`src/rtl/entry_pkg.sv`:
```
// entry_pkg: shared sizes and FSM states for the digit entry block
package entry_pkg;
  localparam int DIGITS_DEF = 8;
  localparam int RESULT_W = 27;
  localparam int CONV_ITERS = 27;
  typedef enum logic [1:0] {IDLE, CONV, DONE} state_t;
endpackage

```
`src/rtl/btn_debounce.sv`:
```
// btn_debounce: 2-flop synchronizer, stability-count debouncer and rising-edge event
module btn_debounce #(
  parameter int DEBOUNCE_CYCLES = 1_000_000
) (
  input  logic clk,
  input  logic rst,
  input  logic raw,
  output logic level,
  output logic rise
);
  localparam int CW = $clog2(DEBOUNCE_CYCLES + 1);
  logic [1:0] sync;
  logic [CW-1:0] cnt;
  logic prev;
  always_ff @(posedge clk or posedge rst) begin
    if (rst) begin
      sync <= '0;
      cnt <= '0;
      level <= 1'b0;
      prev <= 1'b0;
    end else begin
      sync <= {sync[0], raw};
      prev <= level;
      if (sync[1] == level) cnt <= '0;
      else if (cnt == CW'(DEBOUNCE_CYCLES - 1)) begin
        level <= sync[1];
        cnt <= '0;
      end else cnt <= cnt + 1'b1;
    end
  end
  assign rise = level & ~prev;
endmodule

```
`src/rtl/digit_entry.sv`:
```
// digit_entry: button-edited BCD value with sequential BCD-to-binary conversion and load strobe
module digit_entry
  import entry_pkg::*;
#(
  parameter int DIGITS = DIGITS_DEF,
  parameter int DEBOUNCE_CYCLES = 1_000_000
) (
  input  logic                clk,
  input  logic                rst,
  input  logic                btn_inc,
  input  logic                btn_next,
  input  logic                btn_load,
  output logic [4*DIGITS-1:0] bcd_out,
  output logic [2:0]          cursor,
  output logic [31:0]         bin_out,
  output logic                load,
  output logic                busy
);
  localparam int W = 4 * DIGITS + RESULT_W;
  state_t state, nxt;
  logic inc_ev, next_ev, load_ev;
  logic [4:0] iter;
  logic [W-1:0] work, stepped;
  logic [3:0] sel;
  btn_debounce #(.DEBOUNCE_CYCLES(DEBOUNCE_CYCLES)) u_inc (.clk, .rst, .raw(btn_inc), .level(), .rise(inc_ev));
  btn_debounce #(.DEBOUNCE_CYCLES(DEBOUNCE_CYCLES)) u_next (.clk, .rst, .raw(btn_next), .level(), .rise(next_ev));
  btn_debounce #(.DEBOUNCE_CYCLES(DEBOUNCE_CYCLES)) u_load (.clk, .rst, .raw(btn_load), .level(), .rise(load_ev));
  always_ff @(posedge clk or posedge rst) begin
    if (rst) state <= IDLE;
    else state <= nxt;
  end
  always_comb begin
    nxt = state == IDLE ? (load_ev ? CONV : IDLE)
        : state == CONV ? (iter == 5'(CONV_ITERS - 1) ? DONE : CONV)
        : IDLE;
  end
  always_comb begin
    busy = state != IDLE;
    load = state == DONE;
  end
  // reverse double-dabble: shift right, then pull every nibble >= 8 back by 3
  always_comb begin
    stepped = work >> 1;
    for (int i = 0; i < DIGITS; i++)
      if (stepped[RESULT_W+4*i +: 4] >= 4'd8) stepped[RESULT_W+4*i +: 4] = stepped[RESULT_W+4*i +: 4] - 4'd3;
  end
  assign sel = bcd_out[{cursor, 2'b00} +: 4];
  always_ff @(posedge clk or posedge rst) begin
    if (rst) begin
      bcd_out <= '0;
      cursor <= '0;
      bin_out <= '0;
      work <= '0;
      iter <= '0;
    end else if (state == IDLE) begin
      if (inc_ev) bcd_out[{cursor, 2'b00} +: 4] <= sel == 4'd9 ? 4'd0 : sel + 4'd1;
      if (next_ev) cursor <= cursor == 3'(DIGITS - 1) ? 3'd0 : cursor + 3'd1;
      if (load_ev) begin
        work <= {bcd_out, RESULT_W'(0)};
        iter <= '0;
      end
    end else if (state == CONV) begin
      work <= stepped;
      iter <= iter + 5'd1;
      if (iter == 5'(CONV_ITERS - 1)) bin_out <= 32'(stepped[RESULT_W-1:0]);
    end
  end
endmodule
```
`config.mk`:
```
export PLATFORM = sky130hd
export DESIGN_NAME = digit_entry
export DESIGN_NICKNAME = d
export VERILOG_FILES = /design/src/rtl/entry_pkg.sv /design/src/rtl/btn_debounce.sv /design/src/rtl/digit_entry.sv
export SDC_FILE = /design/constraint.sdc
export NUM_CORES = 1
export LEC_CHECK = 0
export ABC_AREA = 1
export ABC_CLOCK_PERIOD_IN_PS = 6030
export BUFFER_PORTS_ARGS = -buffer_cell sky130_fd_sc_hd__clkbuf_2
export CAP_MARGIN = 20
export CORE_MARGIN = 3
export CORE_UTILIZATION = 34
export DETAILED_ROUTE_END_ITERATION = 16
export HOLD_SLACK_MARGIN = 0.05
export PLACE_DENSITY_LB_ADDON = 0.25
export SLEW_MARGIN = 20
export SYNTH_ARGS = -nofsm -noshare
export SYNTH_HDL_FRONTEND = slang
export SYNTH_SLANG_ARGS = --single-unit
```
`constraint.sdc`:
```
create_clock -name clk -period 6.03 [get_ports clk]
set_input_delay 0.9045 -clock clk [delete_from_list [all_inputs] [get_ports clk]]
set_output_delay 0.9045 -clock clk [all_outputs]
set_load 0.02 [all_outputs]
```
==> qor.csv, run 1 <==
metric,value,unit
diode count,0,
WHS,352.5,ps
Sinks on Clock Net,199,
synth warn,0,
period utilisation layout,0.4848,
final setup vio count,0,
initial antenna violation count,0,
die area,31000,um2
clk buf depth,2,
number of synthesized flops with an enable pin,0,
Slew Limit Fails,0,
DRT Wirelength,22090,um
clk_lat worst skew,450,ps
fin area,11150,um2
vias in the first global route,7409,
Yosys reg bits,199,
worst min-delay path class,flop to flop,
Layout Cells excl Fill,1617,
TritonCTS buffer count,17,
Slew @ Worst Pin,1040,ps
post-cts hold buffer count,0,
DR pass1 iterations,5,
Avg Inst Size Synth,8.434,um2
share of cells above drive strength 1,0.1324,
Nets,1256,
Area Overhead vs Synth,13.35,%
H-tree lvl count,4,
Max Cap Violations,0,
die height,176.1,um
largest net degree at the start of global routing,67,
Worst Clk Skew,13.62,ps
"Hold Vio Cnt, Final",0,
sequential area share after synthesis,0.5064,
num ports,74,
Wirelength per Cell,13.66,um
Max-slew headroom,0.3063,
pwr/cell area,232.2,nW/um2
Max Clk Rate,342.1,MHz
Initial Utilization,0.3492,
minimum period implied by the final worst setup slack,2923,ps
total grt overflow,0,
setup TNS,0,ps
Most used DFF post-synth,dfrtp_1,
gpl congestion,0.8438,
critical setup path kind,flop to flop,
GRT Overall Usage,0.1506,
DRT antenna net count,0,
Syn Std Cell Area,9834,um2
highest net fanout along the worst path,51,
first-pass GRT wire length,38160,um
Mapped Cells,1166,
DP HPWL,15420,um
Root Driver,clkbuf_16,
Post-CTS Setup Inserts,0,
vias per inst,4.708,
status,completed,
placed insts,1585,
RSZ-0062 raised after global routing,false,
via count,7613,
Crit. End Element,flop,
port buffer count,68,
"Req. time, crit path",6390,ps
Critical Path Source Type,flop,
Core Region,28160,um2
Max VDD drop,0.0001812,V
post-synthesis cell type count,47,
asr flop ratio synth,1.000,
WP data arrival,3280,ps
die width,176.1,um
DRC,0,
CTS tree,built,
DR iter-0 viols,605,
DP Area,10510,um2
clock-pin slew on the worst setup and hold paths,90,ps
Core Rows,61,
PostCTS Resize Cnt,0,
Static Leakage,5.243,nW
sequential cells by signal, indices dropped and copies added, names as in the netlist, 3 cells and up:
register	flops
bin_out	27
u_load.cnt	20
u_next.cnt	20
iter	5
bcd_out	32
u_inc.cnt	20
cursor	3
work	58
final timing paths:
check	startpoint	end	slack, ps	cells past startpoint
setup / recovery	state[1]$_DFF_PP0_	bcd_out[3]$_DFFE_PP0P_	3110	11
hold / removal	u_load.sync[0]$_DFF_PP0_	u_load.sync[1]$_DFF_PP0_	350	0
setup reg to reg	state[1]$_DFF_PP0_	bcd_out[3]$_DFFE_PP0P_	3110	11
hold reg to reg	u_load.sync[0]$_DFF_PP0_	u_load.sync[1]$_DFF_PP0_	350	0
max in group asynchronous	rst	work[45]$_DFFE_PP0P_	4440	3
min in group asynchronous	rst	u_inc.cnt[14]$_DFF_PP0_	430	2
where the power goes:
group,switching [mW],internal (mW)
clock,0.614,0.580
combinational,0.0416,0.00826
sequential,0.00489,1.34
layout make-up:
| cell class | count | area (um2) |
|---|---|---|
| inverters | 173 | 653.1 |
| clock buffers | 17 | 425.4 |
| clock inverters | 15 | 210.2 |
| repair buffers | 73 | 377.9 |
| well taps | 378 | 473.0 |
| fillers | 2906 | 17020 |
| multi-input cells | 762 | 4028 |
| flip-flops and latches | 199 | 4980 |
layer usage:
layer  share of wire  wire (um)  GRT usage  vias to the layer above
met5               0          0          0                        -
met2            0.43       9426     0.2209                      133
li1                -          -          -                     3875
met4          0.0093        206    0.03728                        0
met3           0.038        850    0.02860                       17
met1            0.53      11600     0.2286                     3588
cells by family after synthesis:
group,after synthesis,synth area share
simple gates,484,0.2228
flops,199,0.5064
other cells,1,0.0003813
xor+xnor,38,0.03575
fa+ha+maj,25,0.03181
mux,1,0.001145
buf+inv,209,0.08588
compound gates,209,0.1159
worst max-delay path, stage by stage (launching register included):
cell	delay, ps
dfrtp_1	380
inv_1	70
nand2_1	470
inv_2	780
nand2_1	230
inv_2	80
nand2_1	120
inv_2	110
nand4_1	260
inv_1	160
nand2_1	70
o21ai_1	100
cells in the mapped netlist (5+ instances only):
library cell,number,area share
nand2_1,232,0.089
dfrtp_1,199,0.51
inv_1,157,0.060
nor2_1,109,0.042
o21ai_0,95,0.048
nand3_1,47,0.024
a21oi_1,39,0.020
xor2_1,30,0.027
nor3_1,29,0.015
o22ai_1,26,0.017
ha_1,25,0.032
o21ai_1,25,0.013
nand4_1,23,0.015
clkbuf_1,17,0.0065
inv_2,15,0.0057
buf_2,9,0.0046
nor2_2,8,0.0051
nor3_2,8,0.0081
a31oi_1,7,0.0045
buf_4,7,0.0053
nand2_2,7,0.0045
o211ai_1,7,0.0053
xnor2_1,7,0.0062
nand3_2,5,0.0051
nor4_1,5,0.0032
placed cells by master, fill, tap and decap left out, types with 26 or more instances in the layout:
cell type  instances
o22ai_1           26
dfrtp_1          199
inv_1            156
a21oi_1           39
clkbuf_2          68
xor2_1            30
nor2_1           108
nand3_1           47
nand2_1          232
nor3_1            29
o21ai_0           95
per-stage QoR:
stage / power (mW) / utilization / setup slack (ps)
6_report: 2.589 / 0.3958 / 3107
5_1_grt: 2.704 / 0.3958 / 2853
4_1_cts: 2.638 / 0.3958 / 3145
3_5_place_dp: 1.425 / 0.3732 / 3167
3_3_place_gp: 1.424 / 0.3732 / 3233
2_1_floorplan: 1.411 / - / 2551
No activity file was read; power rests on OpenSTA's default activity.
==> inputs of run 2 (changes only) <==
--- a/config.mk
+++ b/config.mk
@@ -5,8 +5,8 @@
 export SDC_FILE = /design/constraint.sdc
 export NUM_CORES = 1
 export LEC_CHECK = 0
-export ABC_AREA = 1
-export ABC_CLOCK_PERIOD_IN_PS = 6030
+export ABC_AREA = 0
+export ABC_CLOCK_PERIOD_IN_PS = 2900
 export BUFFER_PORTS_ARGS = -buffer_cell sky130_fd_sc_hd__clkbuf_2
 export CAP_MARGIN = 20
 export CORE_MARGIN = 3
==> constraint.sdc (replaced) <==
create_clock -name clk -period 2.9 [get_ports clk]
set_input_delay 0.435 -clock clk [delete_from_list [all_inputs] [get_ports clk]]
set_output_delay 0.435 -clock clk [all_outputs]
set_load 0.02 [all_outputs]
==> run 2 against run 1 <==
Worst setup slack lost 2900 ps. Maximum frequency grew 7.2%. Global-route usage shrank 0.84 points. Sequential share of layout area grew 1.9 points. Critical path depth shrank 4. Routed wire length shrank 12%. First-iteration DRC count shrank 36%. Die area shrank 5.9%. Final cell count shrank 22%. Combinational power grew 120%.
==> qor.csv, run 2 <==
metric,value,unit,change
GRT Overall Usage,0.1421,,was 0.1506
via count,6186,,was 7613
die height,170.8,um,was 176.1 um
status,completed,,unchanged
DRT Wirelength,19460,um,was 22090 um
Finished Core Util,0.4054,,was 0.3958
"Req. time, crit path",3270,ps,was 6390 ps
Core Rows,59,,was 61
"most common cell after layout, fill and taps aside",dfrtp_1,,was nand2_1
area share of the largest cell type after synthesis,0.5391,,was 0.5064
Mapped Cells,832,,was 1166
critical setup path kind,flop to flop,,unchanged
final setup vio count,0,,unchanged
H-tree lvl count,4,,unchanged
largest net degree at the start of global routing,57,,was 67
DRC,0,,unchanged
most frequent cells in the layout,"dfrtp_1 (199), nor2_1 (106), nand2_1 (70), clkbuf_2 (68), xnor2_1 (49)",,"was nand2_1 (232), dfrtp_1 (199), inv_1 (156), nor2_1 (108), o21ai_0 (95)"
Critical Path Source Type,flop,,unchanged
first-pass GRT wire length,33340,um,was 38160 um
placed insts,1221,,was 1585
DR iter-0 viols,389,,was 605
WP data arrival,3090,ps,was 3280 ps
Worst Clk Skew,14.28,ps,was 13.62 ps
ranking of synthesized cells by area,"dfrtp_1 (54%), mux2_2 (5.9%), xnor2_1 (4.6%)",,"was dfrtp_1 (51%), nand2_1 (8.9%), inv_1 (6.0%)"
Root Driver,clkbuf_16,,unchanged
minimum period implied by the final worst setup slack,2726,ps,was 2923 ps
gpl congestion,0.7779,,was 0.8438
routing usage on met2,0.2225,,was 0.2209
hold path depth,1,,was 0
"Hold Vio Cnt, Final",0,,unchanged
"area leader, netlist",dfrtp_1,,unchanged
Static Leakage,4.906,nW,was 5.243 nW
CTS tree,built,,unchanged
Top reg by flops,work,,unchanged
post-synthesis cell type count,46,,was 47
Multi-input gate area,4019,um2,was 4028 um2
Sinks on Clock Net,199,,unchanged
fin area,10680,um2,was 11150 um2
Max VDD drop,0.0002916,V,was 0.0001812 V
die width,170.8,um,was 176.1 um
synth warn,0,,unchanged
Final Power,5.340,mW,was 2.589 mW
port buffer count,68,,unchanged
Regs by FF count,"work x58, bcd_out x32, bin_out x27",,unchanged
Avg Inst Size Synth,11.10,um2,was 8.434 um2
Core Region,26350,um2,was 28160 um2
DR pass1 iterations,4,,was 5
share of cells above drive strength 1,0.2046,,was 0.1324
Nets,936,,was 1256
most frequent cell after synthesis,dfrtp_1,,was nand2_1
grt peak-use layer,met2,,was met1
Post-CTS Setup Inserts,0,,unchanged
clk_lat worst skew,440,ps,was 450 ps
DRT antenna net count,0,,unchanged
Slew Limit Fails,0,,unchanged
clock-pin slew on the worst setup and hold paths,80,ps,was 90 ps
diode count,0,,unchanged
Initial Utilization,0.3505,,was 0.3492
Layout Cells excl Fill,1254,,was 1617
GR Util met3,0.03119,,was 0.02860
DP Area,10050,um2,was 10510 um2
met1 Use GR,0.1971,,was 0.2286
initial antenna violation count,0,,unchanged
die area,29180,um2,was 31000 um2
pwr/cell area,499.9,nW/um2,was 232.2 nW/um2
Yosys reg bits,199,,unchanged
"top cells by count, synth","dfrtp_1 (199), nor2_1 (108), nand2_1 (70), xnor2_1 (49), mux2_2 (48)",,"was nand2_1 (232), dfrtp_1 (199), inv_1 (157), nor2_1 (109), o21ai_0 (95)"
asr flop ratio synth,1.000,,unchanged
vias in the first global route,6262,,was 7409
Crit. End Element,flop,,unchanged
Layout fillers,2541,,was 2906
TritonCTS buffer count,17,,unchanged
Slew @ Worst Pin,680.2,ps,was 1040 ps
Seq. cell area,4980,um2,unchanged
total grt overflow,0,,unchanged
post-cts hold buffer count,1,,was 0
worst min-delay path class,primary input to flop,,was flop to flop
num ports,74,,unchanged
max reg flops,58,,unchanged
highest net fanout along the worst path,14,,was 51
DP HPWL,13520,um,was 15420 um
Most used DFF post-synth,dfrtp_1,,unchanged
number of synthesized flops with an enable pin,0,,unchanged
Syn Std Cell Area,9238,um2,was 9834 um2
R2R depth,7,,was 11
sequential area share after synthesis,0.5391,,was 0.5064
Wirelength per Cell,15.51,um,was 13.66 um
Max-slew headroom,0.5402,,was 0.3063
PostCTS Resize Cnt,0,,unchanged
vias per inst,4.933,,was 4.708
RSZ-0062 raised after global routing,false,,unchanged
Max Cap Violations,0,,unchanged
period utilisation layout,0.9401,,was 0.4848
clk buf depth,2,,unchanged
Area Overhead vs Synth,15.66,%,was 13.35%
Max Clk Rate,366.8,MHz,was 342.1 MHz
[run 2: metrics by stage]
stage                     TNS (ps)  hold slack [ps]  worst slack [ps]
after floorplan             -22480            331.2            -155.5
after global placement           0            348.1             227.9
after detailed placement         0            353.6             175.2
after CTS                        0            80.59             175.2
after global routing             0            86.16             48.17
final                            0            99.97             173.7
[run 2: logic make-up after synthesis]
kind of cell	after synthesis	synth area share
compound gates	110	0.07991
xor+xnor	73	0.06921
other cells	1	0.0004059
fa+ha+maj	25	0.03386
mux	74	0.1001
buf+inv	66	0.02953
simple gates	284	0.1479
flops	199	0.5391
[run 2: power by group]
part | internal [mW] | switching, mW
Combinational | 0.0262 | 0.0826
Sequential | 2.79 | 0.0130
Clock | 1.19 | 1.25
Total | 4.00 | 1.34
[run 2: worst paths after layout]
| path | from | endpoint | slack (ps) |
|---|---|---|---|
| min in group asynchronous | rst | u_inc.cnt[13]$_DFF_PP0_ | 590 |
| setup reg to reg | cursor[0]$_DFFE_PP0P_ | bcd_out[18]$_DFFE_PP0P_ | 170 |
| max in group asynchronous | rst | u_load.cnt[13]$_DFF_PP0_ | 1560 |
| hold reg to reg | u_next.sync[0]$_DFF_PP0_ | u_next.sync[1]$_DFF_PP0_ | 370 |
| hold / removal | btn_next | u_next.sync[0]$_DFF_PP0_ | 100 |
| setup / recovery | cursor[0]$_DFFE_PP0P_ | bcd_out[18]$_DFFE_PP0P_ | 170 |
[run 2: layer usage]
metal  part of all wire  vias up
met5                  0        -
met4              0.020        0
met3              0.035       27
met2               0.45       94
met1               0.49     3038
li1                   -     3027
[run 2: critical path, stage by stage, from the launching register on]
cell and delay [ps]:
dfrtp_1 350, buf_4 250, mux4_2 530, mux2_2 320, ha_1 250, and2_1 160, o21ai_1 530, mux2_2 270
[run 2: area by class of cell]
class,count,area share
flip-flops and latches,199,0.4661
multi-input cells,571,0.3762
repair buffers,88,0.04965
clock buffers,17,0.03982
well taps,335,0.03923
clock inverters,15,0.01850
inverters,29,0.01054
